--- src/rtl/photonic_rx_engine.sv ---
//-----------------------------------------------------------------------------
// photonic_rx_engine
//
// Receive engine for a photonic interconnect node. A control packet announces
// a burst of `len` data packets; the engine replies ACK (space reserved in
// the receive FIFO) or NACK on the control transmit channel, then captures
// the announced data payloads into a show-ahead FIFO read by the processor.
// A run of TIMEOUT_CYC idle cycles during a burst aborts it.
//
// Optional feature macro: RX_STATS_EN
//   When defined, adds saturating statistics outputs stat_words,
//   stat_drops and stat_timeouts.
//
// Ports:
//   clk               clock
//   rst               synchronous active-high reset
//   node_id           this node's id
//   max_node          highest valid node id
//   control_rx_packet incoming control packet (all-zero = idle)
//   control_tx_packet registered ACK/NACK reply (all-zero = idle)
//   data_rx_packet    incoming data packet (all-zero = idle)
//   rd_en             pop request
//   rd_data           FIFO head payload (show-ahead)
//   rd_valid          FIFO non-empty
//   fifo_count        entries held
//   busy              burst reception in progress
//   xfer_done         one-cycle pulse: burst complete
//   xfer_error        one-cycle pulse: burst aborted by timeout
//   stat_words        (RX_STATS_EN) pushed words
//   stat_drops        (RX_STATS_EN) dropped data packets
//   stat_timeouts     (RX_STATS_EN) timeout aborts
//-----------------------------------------------------------------------------

// Checks that a push never lands on a full FIFO (reservation guarantees it).
module photonic_rx_engine_chk (
   input logic clk,
   input logic rst,
   input logic push,
   input logic full
);
   no_push_when_full: assert property (@(posedge clk) disable iff (rst) !(push && full));
endmodule

module photonic_rx_engine #(
   parameter int NODE_W      = 16,
   parameter int PAYLOAD_W   = 16,
   parameter int FIFO_DEPTH  = 8,
   parameter int TIMEOUT_CYC = 16
) (
   input  logic                            clk,
   input  logic                            rst,
   input  logic [NODE_W-1:0]               node_id,
   input  logic [NODE_W-1:0]               max_node,
   input  logic [NODE_W+PAYLOAD_W-1:0]     control_rx_packet,
   output logic [NODE_W+PAYLOAD_W-1:0]     control_tx_packet,
   input  logic [NODE_W+PAYLOAD_W-1:0]     data_rx_packet,
   input  logic                            rd_en,
   output logic [PAYLOAD_W-1:0]            rd_data,
   output logic                            rd_valid,
   output logic [$clog2(FIFO_DEPTH):0]     fifo_count,
   output logic                            busy,
   output logic                            xfer_done,
`ifdef RX_STATS_EN
   output logic [31:0]                     stat_words,
   output logic [15:0]                     stat_drops,
   output logic [15:0]                     stat_timeouts,
`endif
   output logic                            xfer_error
);

   localparam int PKT_W  = NODE_W + PAYLOAD_W;
   localparam int LEN_W  = PAYLOAD_W - 2;
   localparam int PTR_W  = $clog2(FIFO_DEPTH);
   localparam int CNT_W  = PTR_W + 1;
   localparam int IDLE_W = $clog2(TIMEOUT_CYC + 1);
   localparam int CMP_W  = (LEN_W > CNT_W) ? LEN_W : CNT_W;

   localparam logic [LEN_W-1:0]  LEN_ONE   = LEN_W'(1);
   localparam logic [IDLE_W-1:0] IDLE_ONE  = IDLE_W'(1);
   localparam logic [IDLE_W-1:0] IDLE_LAST = IDLE_W'(TIMEOUT_CYC - 1);
   localparam logic [CNT_W-1:0]  CNT_ONE   = CNT_W'(1);
   localparam logic [CNT_W-1:0]  CNT_FULL  = CNT_W'(FIFO_DEPTH);
   localparam logic [PTR_W-1:0]  PTR_ONE   = PTR_W'(1);

   typedef enum logic [0:0] {
      ST_IDLE = 1'b0,
      ST_RECV = 1'b1
   } state_t;

   // Reply word: node id, 2-bit code (10 = ACK, 01 = NACK), echoed length.
   function automatic logic [PKT_W-1:0] make_reply(input logic [NODE_W-1:0] id,
                                                   input logic [1:0]        code,
                                                   input logic [LEN_W-1:0]  len);
      return {id, code, len};
   endfunction

   state_t              state_r, state_nxt_s;
   logic [LEN_W-1:0]    rem_r, rem_nxt_s;
   logic [IDLE_W-1:0]   idle_r, idle_nxt_s;
   logic [PKT_W-1:0]    tx_r, tx_nxt_s;
   logic                done_r, done_nxt_s;
   logic                err_r, err_nxt_s;

   logic [PAYLOAD_W-1:0] mem_r [FIFO_DEPTH];
   logic [PTR_W-1:0]     wr_ptr_r, rd_ptr_r;
   logic [CNT_W-1:0]     count_r;

   logic                 req_valid_s;
   logic [LEN_W-1:0]     len_s;
   logic [CNT_W-1:0]     free_s;
   logic                 len_fits_s;
   logic                 data_nonzero_s;
   logic                 data_mine_s;
   logic                 push_s;
   logic                 pop_s;

   // Request decode: addressed to us, our id in range, flag bits clear.
   assign len_s       = control_rx_packet[LEN_W-1:0];
   assign req_valid_s = (control_rx_packet != {PKT_W{1'b0}})
                     && (control_rx_packet[PKT_W-1:PAYLOAD_W] == node_id)
                     && (node_id != {NODE_W{1'b0}})
                     && (node_id <= max_node)
                     && (control_rx_packet[PAYLOAD_W-1:PAYLOAD_W-2] == 2'b00);

   // Free space is judged against the current occupancy only at ACK time.
   assign free_s     = CNT_FULL - count_r;
   assign len_fits_s = (len_s != {LEN_W{1'b0}}) && (CMP_W'(len_s) <= CMP_W'(free_s));

   assign data_nonzero_s = (data_rx_packet != {PKT_W{1'b0}});
   assign data_mine_s    = data_nonzero_s && (data_rx_packet[PKT_W-1:PAYLOAD_W] == node_id);
   assign pop_s          = rd_en && (count_r != {CNT_W{1'b0}});

   // Next-state, reply, counters and push decision for the burst FSM.
   always_comb begin
      state_nxt_s = state_r;
      rem_nxt_s   = rem_r;
      idle_nxt_s  = idle_r;
      tx_nxt_s    = {PKT_W{1'b0}};
      done_nxt_s  = 1'b0;
      err_nxt_s   = 1'b0;
      push_s      = 1'b0;
      case (state_r)
         ST_IDLE: begin
            if (req_valid_s) begin
               if (len_fits_s) begin
                  tx_nxt_s    = make_reply(node_id, 2'b10, len_s);
                  state_nxt_s = ST_RECV;
                  rem_nxt_s   = len_s;
                  idle_nxt_s  = {IDLE_W{1'b0}};
               end else begin
                  tx_nxt_s    = make_reply(node_id, 2'b01, len_s);
               end
            end else begin
               tx_nxt_s = {PKT_W{1'b0}};
            end
         end
         ST_RECV: begin
            // A new request cannot be honoured mid-burst.
            if (req_valid_s) begin
               tx_nxt_s = make_reply(node_id, 2'b01, len_s);
            end else begin
               tx_nxt_s = {PKT_W{1'b0}};
            end
            if (data_mine_s) begin
               push_s     = 1'b1;
               rem_nxt_s  = rem_r - LEN_ONE;
               idle_nxt_s = {IDLE_W{1'b0}};
               if (rem_r == LEN_ONE) begin
                  state_nxt_s = ST_IDLE;
                  done_nxt_s  = 1'b1;
               end else begin
                  state_nxt_s = ST_RECV;
               end
            end else begin
               // Zero packets and foreign packets both count as idle cycles.
               if (idle_r == IDLE_LAST) begin
                  state_nxt_s = ST_IDLE;
                  err_nxt_s   = 1'b1;
                  idle_nxt_s  = {IDLE_W{1'b0}};
               end else begin
                  idle_nxt_s  = idle_r + IDLE_ONE;
               end
            end
         end
         default: begin
            state_nxt_s = ST_IDLE;
         end
      endcase
   end

   // FSM state, burst counters and registered reply/pulse outputs.
   always_ff @(posedge clk) begin
      if (rst) begin
         state_r <= ST_IDLE;
         rem_r   <= {LEN_W{1'b0}};
         idle_r  <= {IDLE_W{1'b0}};
         tx_r    <= {PKT_W{1'b0}};
         done_r  <= 1'b0;
         err_r   <= 1'b0;
      end else begin
         state_r <= state_nxt_s;
         rem_r   <= rem_nxt_s;
         idle_r  <= idle_nxt_s;
         tx_r    <= tx_nxt_s;
         done_r  <= done_nxt_s;
         err_r   <= err_nxt_s;
      end
   end

   // FIFO storage; contents need no reset since rd_data is gated by rd_valid.
   always_ff @(posedge clk) begin
      if (push_s) begin
         mem_r[wr_ptr_r] <= data_rx_packet[PAYLOAD_W-1:0];
      end
   end

   // FIFO pointers (wrap naturally, depth is a power of two) and occupancy.
   always_ff @(posedge clk) begin
      if (rst) begin
         wr_ptr_r <= {PTR_W{1'b0}};
         rd_ptr_r <= {PTR_W{1'b0}};
         count_r  <= {CNT_W{1'b0}};
      end else begin
         if (push_s) begin
            wr_ptr_r <= wr_ptr_r + PTR_ONE;
         end
         if (pop_s) begin
            rd_ptr_r <= rd_ptr_r + PTR_ONE;
         end
         case ({push_s, pop_s})
            2'b10:   count_r <= count_r + CNT_ONE;
            2'b01:   count_r <= count_r - CNT_ONE;
            default: count_r <= count_r;
         endcase
      end
   end

`ifdef RX_STATS_EN
   // Saturating statistics; in IDLE no push happens, so drop = nonzero && !push.
   always_ff @(posedge clk) begin
      if (rst) begin
         stat_words    <= 32'd0;
         stat_drops    <= 16'd0;
         stat_timeouts <= 16'd0;
      end else begin
         if (push_s && (stat_words != 32'hFFFF_FFFF)) begin
            stat_words <= stat_words + 32'd1;
         end
         if (data_nonzero_s && !push_s && (stat_drops != 16'hFFFF)) begin
            stat_drops <= stat_drops + 16'd1;
         end
         if (err_nxt_s && (stat_timeouts != 16'hFFFF)) begin
            stat_timeouts <= stat_timeouts + 16'd1;
         end
      end
   end
`endif

   assign control_tx_packet = tx_r;
   assign xfer_done         = done_r;
   assign xfer_error        = err_r;
   assign busy              = (state_r == ST_RECV);
   assign fifo_count        = count_r;
   assign rd_valid          = (count_r != {CNT_W{1'b0}});
   assign rd_data           = rd_valid ? mem_r[rd_ptr_r] : {PAYLOAD_W{1'b0}};

   photonic_rx_engine_chk u_chk (
      .clk  (clk),
      .rst  (rst),
      .push (push_s),
      .full (count_r == CNT_FULL)
   );

endmodule

--- config.mk ---
export PLATFORM = sky130hd
export DESIGN_NAME = photonic_rx_engine
export DESIGN_NICKNAME = d
export VERILOG_FILES = /design/src/rtl/photonic_rx_engine.sv
export SDC_FILE = /design/constraint.sdc
export NUM_CORES = 1
export LEC_CHECK = 0
export ABC_AREA = 0
export CORE_ASPECT_RATIO = 0.8
export CORE_MARGIN = 2
export CORE_UTILIZATION = 25
export CTS_CLUSTER_DIAMETER = 100
export DETAILED_ROUTE_END_ITERATION = 12
export PLACE_DENSITY_LB_ADDON = 0.05
export SLEW_MARGIN = 20
export SYNTH_ARGS = -nofsm -noshare
export SYNTH_HDL_FRONTEND = slang
export SYNTH_SLANG_ARGS = --single-unit
--- constraint.sdc ---
create_clock -name clk -period 4.95 [get_ports clk]
set_input_delay 0.7425 -clock clk [delete_from_list [all_inputs] [get_ports clk]]
set_output_delay 0.7425 -clock clk [all_outputs]
set_load 0.1 [all_outputs]
=== After elaboration in Yosys (flattened, before gate mapping) ===
Memory sizes are Yosys's and may differ from the RTL's. A register that Yosys moved wholly into a read port is not among the register bits.
Index checks and enable logic that the tools add are counted.

* Add/sub/neg operators: 7
* Muxes and demuxes: 29
* Reduce and logical (&&, ||, !) cells: 18
* Eq/ne operators: 9
* Bitwise operators: 2
* Magnitude comparators: 2

{| class="wikitable"
|+ Operators by type and width
! cell !! count
|-
| two-way mux 32 bit || 2
|-
| one-hot mux 32 bit (2 select lines) || 1
|-
| nonzero test 32 bit || 2
|-
| two-way mux 14 bit || 3
|-
| equality test 16 bit || 2
|-
| two-way mux 16 bit || 2
|-
| one-hot mux 14 bit (2 select lines) || 1
|-
| two-way mux 5 bit || 4
|-
| <= comparator 16 bit || 1
|-
| nonzero test 16 bit || 1
|-
| equality test 14 x 1 -> 1 bit (second input constant) || 1
|-
| <= comparator 14 x 4 -> 1 bit || 1
|-
| nonzero test 14 bit || 1
|-
| subtractor 14 x 1 -> 14 bit (second input constant) || 1
|-
| two-way mux 1 bit || 11
|-
| one-hot mux 5 bit (2 select lines) || 1
|-
| one-hot mux 4 bit (2 select lines) || 1
|-
| logical AND 1 bit || 7
|-
| adder 3 x 1 -> 3 bit (second input constant) || 2
|-
| two-way mux 3 bit || 2
|-
| OR reduction 3 bit || 2
|-
| adder 5 x 1 -> 5 bit (second input constant) || 1
|-
| equality test 5 x 4 -> 1 bit (second input constant) || 1
|-
| adder 4 x 1 -> 4 bit (second input constant) || 1
|-
| other kinds (13) || 15
|}

* Memory bits (writable): 128
* Input port bits: 99
* Logic and storage cells: 77
* Bits in registers: 64
* Memories: 1

{| class="wikitable"
|+ Memory list
! name !! words !! bits a word !! read ports !! clocked after memory_dff !! wr ports !! line !! source
|-
| mem_r || 8 || 16 || 1 || 1 || 1 || 104 || <nowiki>logic [PAYLOAD_W-1:0] mem_r [FIFO_DEPTH];</nowiki>
|}

=== Longest topological paths before layout ===
* Word-level depth: 7
* Mapped depth: 13
* Depth with buffers taken out: 12

=== Worst setup path after synthesis ===
No wires, ideal clock.

* Kind: register to register
* From: reg state_r, in the netlist busy
* To: mem mem_r[2][0], enable pin
* Library setup time: 436 ps
* Clock period less this slack: 4,346 ps
* Slack: 604 ps
* Arrival: 3,910 ps
* Stages on the path, launching flop included: 6
* Buffers on the path: 2
* Data required time: 4,514 ps
* Cells stage by stage: dfxtp_1 -> buf_6 -> clkinv_1 -> or3_2 -> clkbuf_1 -> nor4b_1

* Longest elaborated chain between the ends: 3

{| class="wikitable"
|+ RTL lines
! what !! line !! source
|-
| start: declaration || 97 || <nowiki>state_t state_r, state_nxt_s;</nowiki>
|-
| start signal: assignment || 201 || <nowiki>state_r <= state_nxt_s;</nowiki>
|-
| two-way mux 1 bit || 142 || <nowiki>case (state_r)</nowiki>
|-
| two-way mux 1 bit || 212 || <nowiki>if (push_s) begin</nowiki>
|-
| two-way mux 1 bit (not written as such) || 213 || <nowiki>mem_r[wr_ptr_r] <= data_rx_packet[PAYLOAD_W-1:0];</nowiki>
|-
| end: declaration || 104 ||
|}

Every way passes these cells.

==> results by group <==
Yosys
  – Synthesized area: 0.008643 mm2
  – Net Count, Synth: 772
  – Cell variety after synth: 55
  – Syn avg cell area: 13.44 um2
  – Yosys warns: 0
  – Post-synth EDFFs: 128
  – Post-Synthesis Cells: 643
  – Main flop type after synthesis: edfxtp_1
  – Async set-reset flop share out of synthesis: 0%
  – Flops & latches, synth: 195
  – Sequential share of the synthesized area: 59.99%

Route
  – Detail-routed net length per standard cell: 19.50 um
  – Via count: 5716
  – DRC viols: 0
  – ANT nets after route: 0
  – Pre-antenna DRT Iters: 4
  – Vias per cell: 4.438
  – 1st-iter DRT viols: 244
  – Total Wirelength: 25120 um

Timing
  – Fin Setup TNS: 0 ps
  – Final Slew Violations: 0
  – Slew headroom: 28.48%
  – Max Fclk: 250.2 MHz
  – Final Cycle Share: 80.75%
  – Final Worst Setup Slack: 953.1 ps
  – Worst Clk Skew: 15.69 ps
  – Final Hold Vio Count: 0
  – Unrepaired setup endpoints after global routing: no
  – Setup Viol. Count Final: 0
  – Worst-Margin Slew: 1069 ps
  – Post-layout min period: 3997 ps

Flow run
  – Max-cap violation count: 0

Hold path
  – Min-delay worst type: flop to flop

Global routing
  – First-pass GRT wire length: 38110 um
  – Initial antenna violation count: 0
  – Vias in the first global route: 6073
  – Largest net degree at the start of global routing: 35
  – Total Routing Usage GR: 14.40%
  – Gr ovfl total: 0

Clocking
  – Clk Latency, worst-skew pair: 430 ps
  – TritonCTS buffer count: 17
  – H-tree depth: 4
  – Clk slew on worst S/H paths: 60 ps
  – Hold buffer count at CTS: 0
  – CTS tree: yes
  – TritonCTS Sinks: 195
  – Clock buffer depth: 2
  – Root Buffer: clkbuf_16
  – Setup fix buffers added after clock tree synthesis: 0
  – CTS resizes: 0

Critical path
  – CP Data Arrival Time: 3250 ps
  – Critical Path RT: 4210 ps
  – Crit path launch type: flop
  – CP max FO: 16
  – Kind of end point of the critical path: primary output
  – CP Class: flop to primary output

Final layout
  – Area Growth Syn to Fin: 32.90%
  – ANT cells: 0
  – Net count, final: 940
  – Layout Utilization: 33.93%
  – Layout cell share with drive strength beyond 1: 13.61%

Placement
  – Post-DP HPWL: 17790 um
  – Final RePlAce weighted congestion: 0.7467
  – Port Buffers: 154
  – Dpl ws: 585.2 ps

Floorplan
  – I/O pins: 155
  – Die Wd: 211.9 um
  – Initial Util: 25.53%
  – Die H: 170.3 um
  – Die area: 0.03609 mm2
  – Core ar.: 0.03386 mm2
  – Cell row count: 60

Pwr
  – Cell Pwr Density: 298.2 mW/mm2
  – VDD IR max: 0.0002339 V
  – Leakage: 3.837 nW

Outcome
  – Status: finished, final reports clean
-- worst paths after layout --
path                                   start                    endpoint  cells after the start  slack, ps
setup reg to reg  fifo_count[0]$_SDFFE_PP0P_  fifo_count[3]$_SDFFE_PP0P_                     13       1910
setup / recovery                        flop                 rd_data[10]                      5        950
hold / removal        idle_r[4]$_SDFFE_PP0P_      idle_r[4]$_SDFFE_PP0P_                      2        460
hold reg to reg       idle_r[4]$_SDFFE_PP0P_      idle_r[4]$_SDFFE_PP0P_                      2        460
-- cell usage in the layout (no fill, tap or decap), types with 3 or more instances in the layout --
cell / Yosys / final
nor3_1: 14 / 11
nand2b_1: 4 / 4
a21bo_2: 4 / 4
mux2i_1: 28 / 28
or3_1: 4 / 4
nor4_1: 32 / 31
nor3b_2: 0 / 3
edfxtp_1: 128 / 128
buf_4: 0 / 26
bufinv_16: 0 / 5
inv_1: 36 / 36
o21ai_0: 9 / 9
ha_1: 29 / 29
nor2_1: 38 / 38
o211ai_1: 3 / 3
dfxtp_1: 67 / 65
nand3_1: 15 / 15
clkbuf_16: 0 / 17
clkdlybuf4s50_1: 0 / 150
and2_1: 23 / 23
nand4_1: 12 / 12
mux4_2: 32 / 32
nand2_1: 27 / 27
xor2_1: 25 / 25
xnor2_1: 15 / 15
nor3_2: 0 / 3
clkinv_1: 1 / 4
a21oi_1: 30 / 30
-- metrics by stage --
step / power [mW] / hold slack (ps) / std cells / area [um2]
2_1_floorplan: 1.829 / 426.2 / 643 / 8643
3_3_place_gp: 1.965 / 439.9 / 1257 / 10850
6_report: 3.425 / 460.5 / 1288 / 11490
5_1_grt: 3.561 / 468.8 / 1288 / 11490
4_1_cts: 3.485 / 460.0 / 1288 / 11490
3_5_place_dp: 1.967 / 446.1 / 1257 / 10850
-- synth_stat cells (all sizes together), types with 3 or more instances --
| master | n | area share, % |
|---|---|---|
| nand3 | 15 | 0.87 |
| nand2b | 4 | 0.29 |
| and2 | 25 | 1.8 |
| mux4 | 32 | 8.3 |
| nor2 | 38 | 1.7 |
| o211ai | 4 | 0.41 |
| a21oi | 30 | 1.7 |
| edfxtp | 128 | 44 |
| mux2i | 28 | 3.2 |
| dfxtp | 67 | 16 |
| ha | 29 | 4.2 |
| nor3 | 14 | 0.81 |
| nor3b | 3 | 0.26 |
| o21ai | 9 | 0.52 |
| buf | 7 | 0.49 |
| xnor2 | 15 | 1.5 |
| inv | 36 | 1.6 |
| clkbuf | 20 | 0.88 |
| nand4 | 12 | 0.87 |
| a21bo | 4 | 0.46 |
| nor4 | 33 | 2.6 |
| nand2 | 27 | 1.2 |
| xor2 | 25 | 2.5 |
| or3 | 5 | 0.38 |
-- worst max-delay path, stage by stage, from the launching register on --
cell,delay (ps)
dfxtp_2,730
buf_4,350
mux4_2,550
mux2i_1,160
nor2_1,60
clkdlybuf4s50_1,980
-- area by class of cell --
cell class | instances | area, um2
Tap cell | 465 | 581.8
Sequential cell | 195 | 5187
Multi-Input combinational cell | 384 | 3249
Fill cell | 3367 | 22370
Inverter | 37 | 138.9
Timing Repair Buffer | 176 | 1697
Clock buffer | 17 | 425.4
Clock inverter | 14 | 207.7
-- state kept, by name, summed over array words and instances (netlist names), named ones only --
register,count
fifo_count,4
xfer_error,1
mem_r,128
control_tx_packet,32
rd_ptr_r,3
wr_ptr_r,3
busy,1
xfer_done,1
rem_r,14
idle_r,5
-- cells by family after synthesis --
family	share of synthesized area (%)
flops	59.99
simple gates	11.64
compound gates	5.197
buf+inv	2.982
mux	11.71
xor+xnor	4.053
fa+ha+maj	4.430
-- power breakdown --
group          switching, mW  internal [mW]  leakage (nW)  total, mW
logic                 0.0974          0.103          1.85      0.200
registers        0.000000171           1.73          1.69       1.73
clock network          0.603          0.892         0.298       1.50
-- metal layers --
layer	vias up	routed length, um	track usage (%)
li1	2753	-	-
met1	2875	12340	19.85
met2	78	11880	23.63
met3	10	703	2.584
met4	0	195	3.123
met5	-	0	0
No activity file was read; power rests on OpenSTA's default activity.
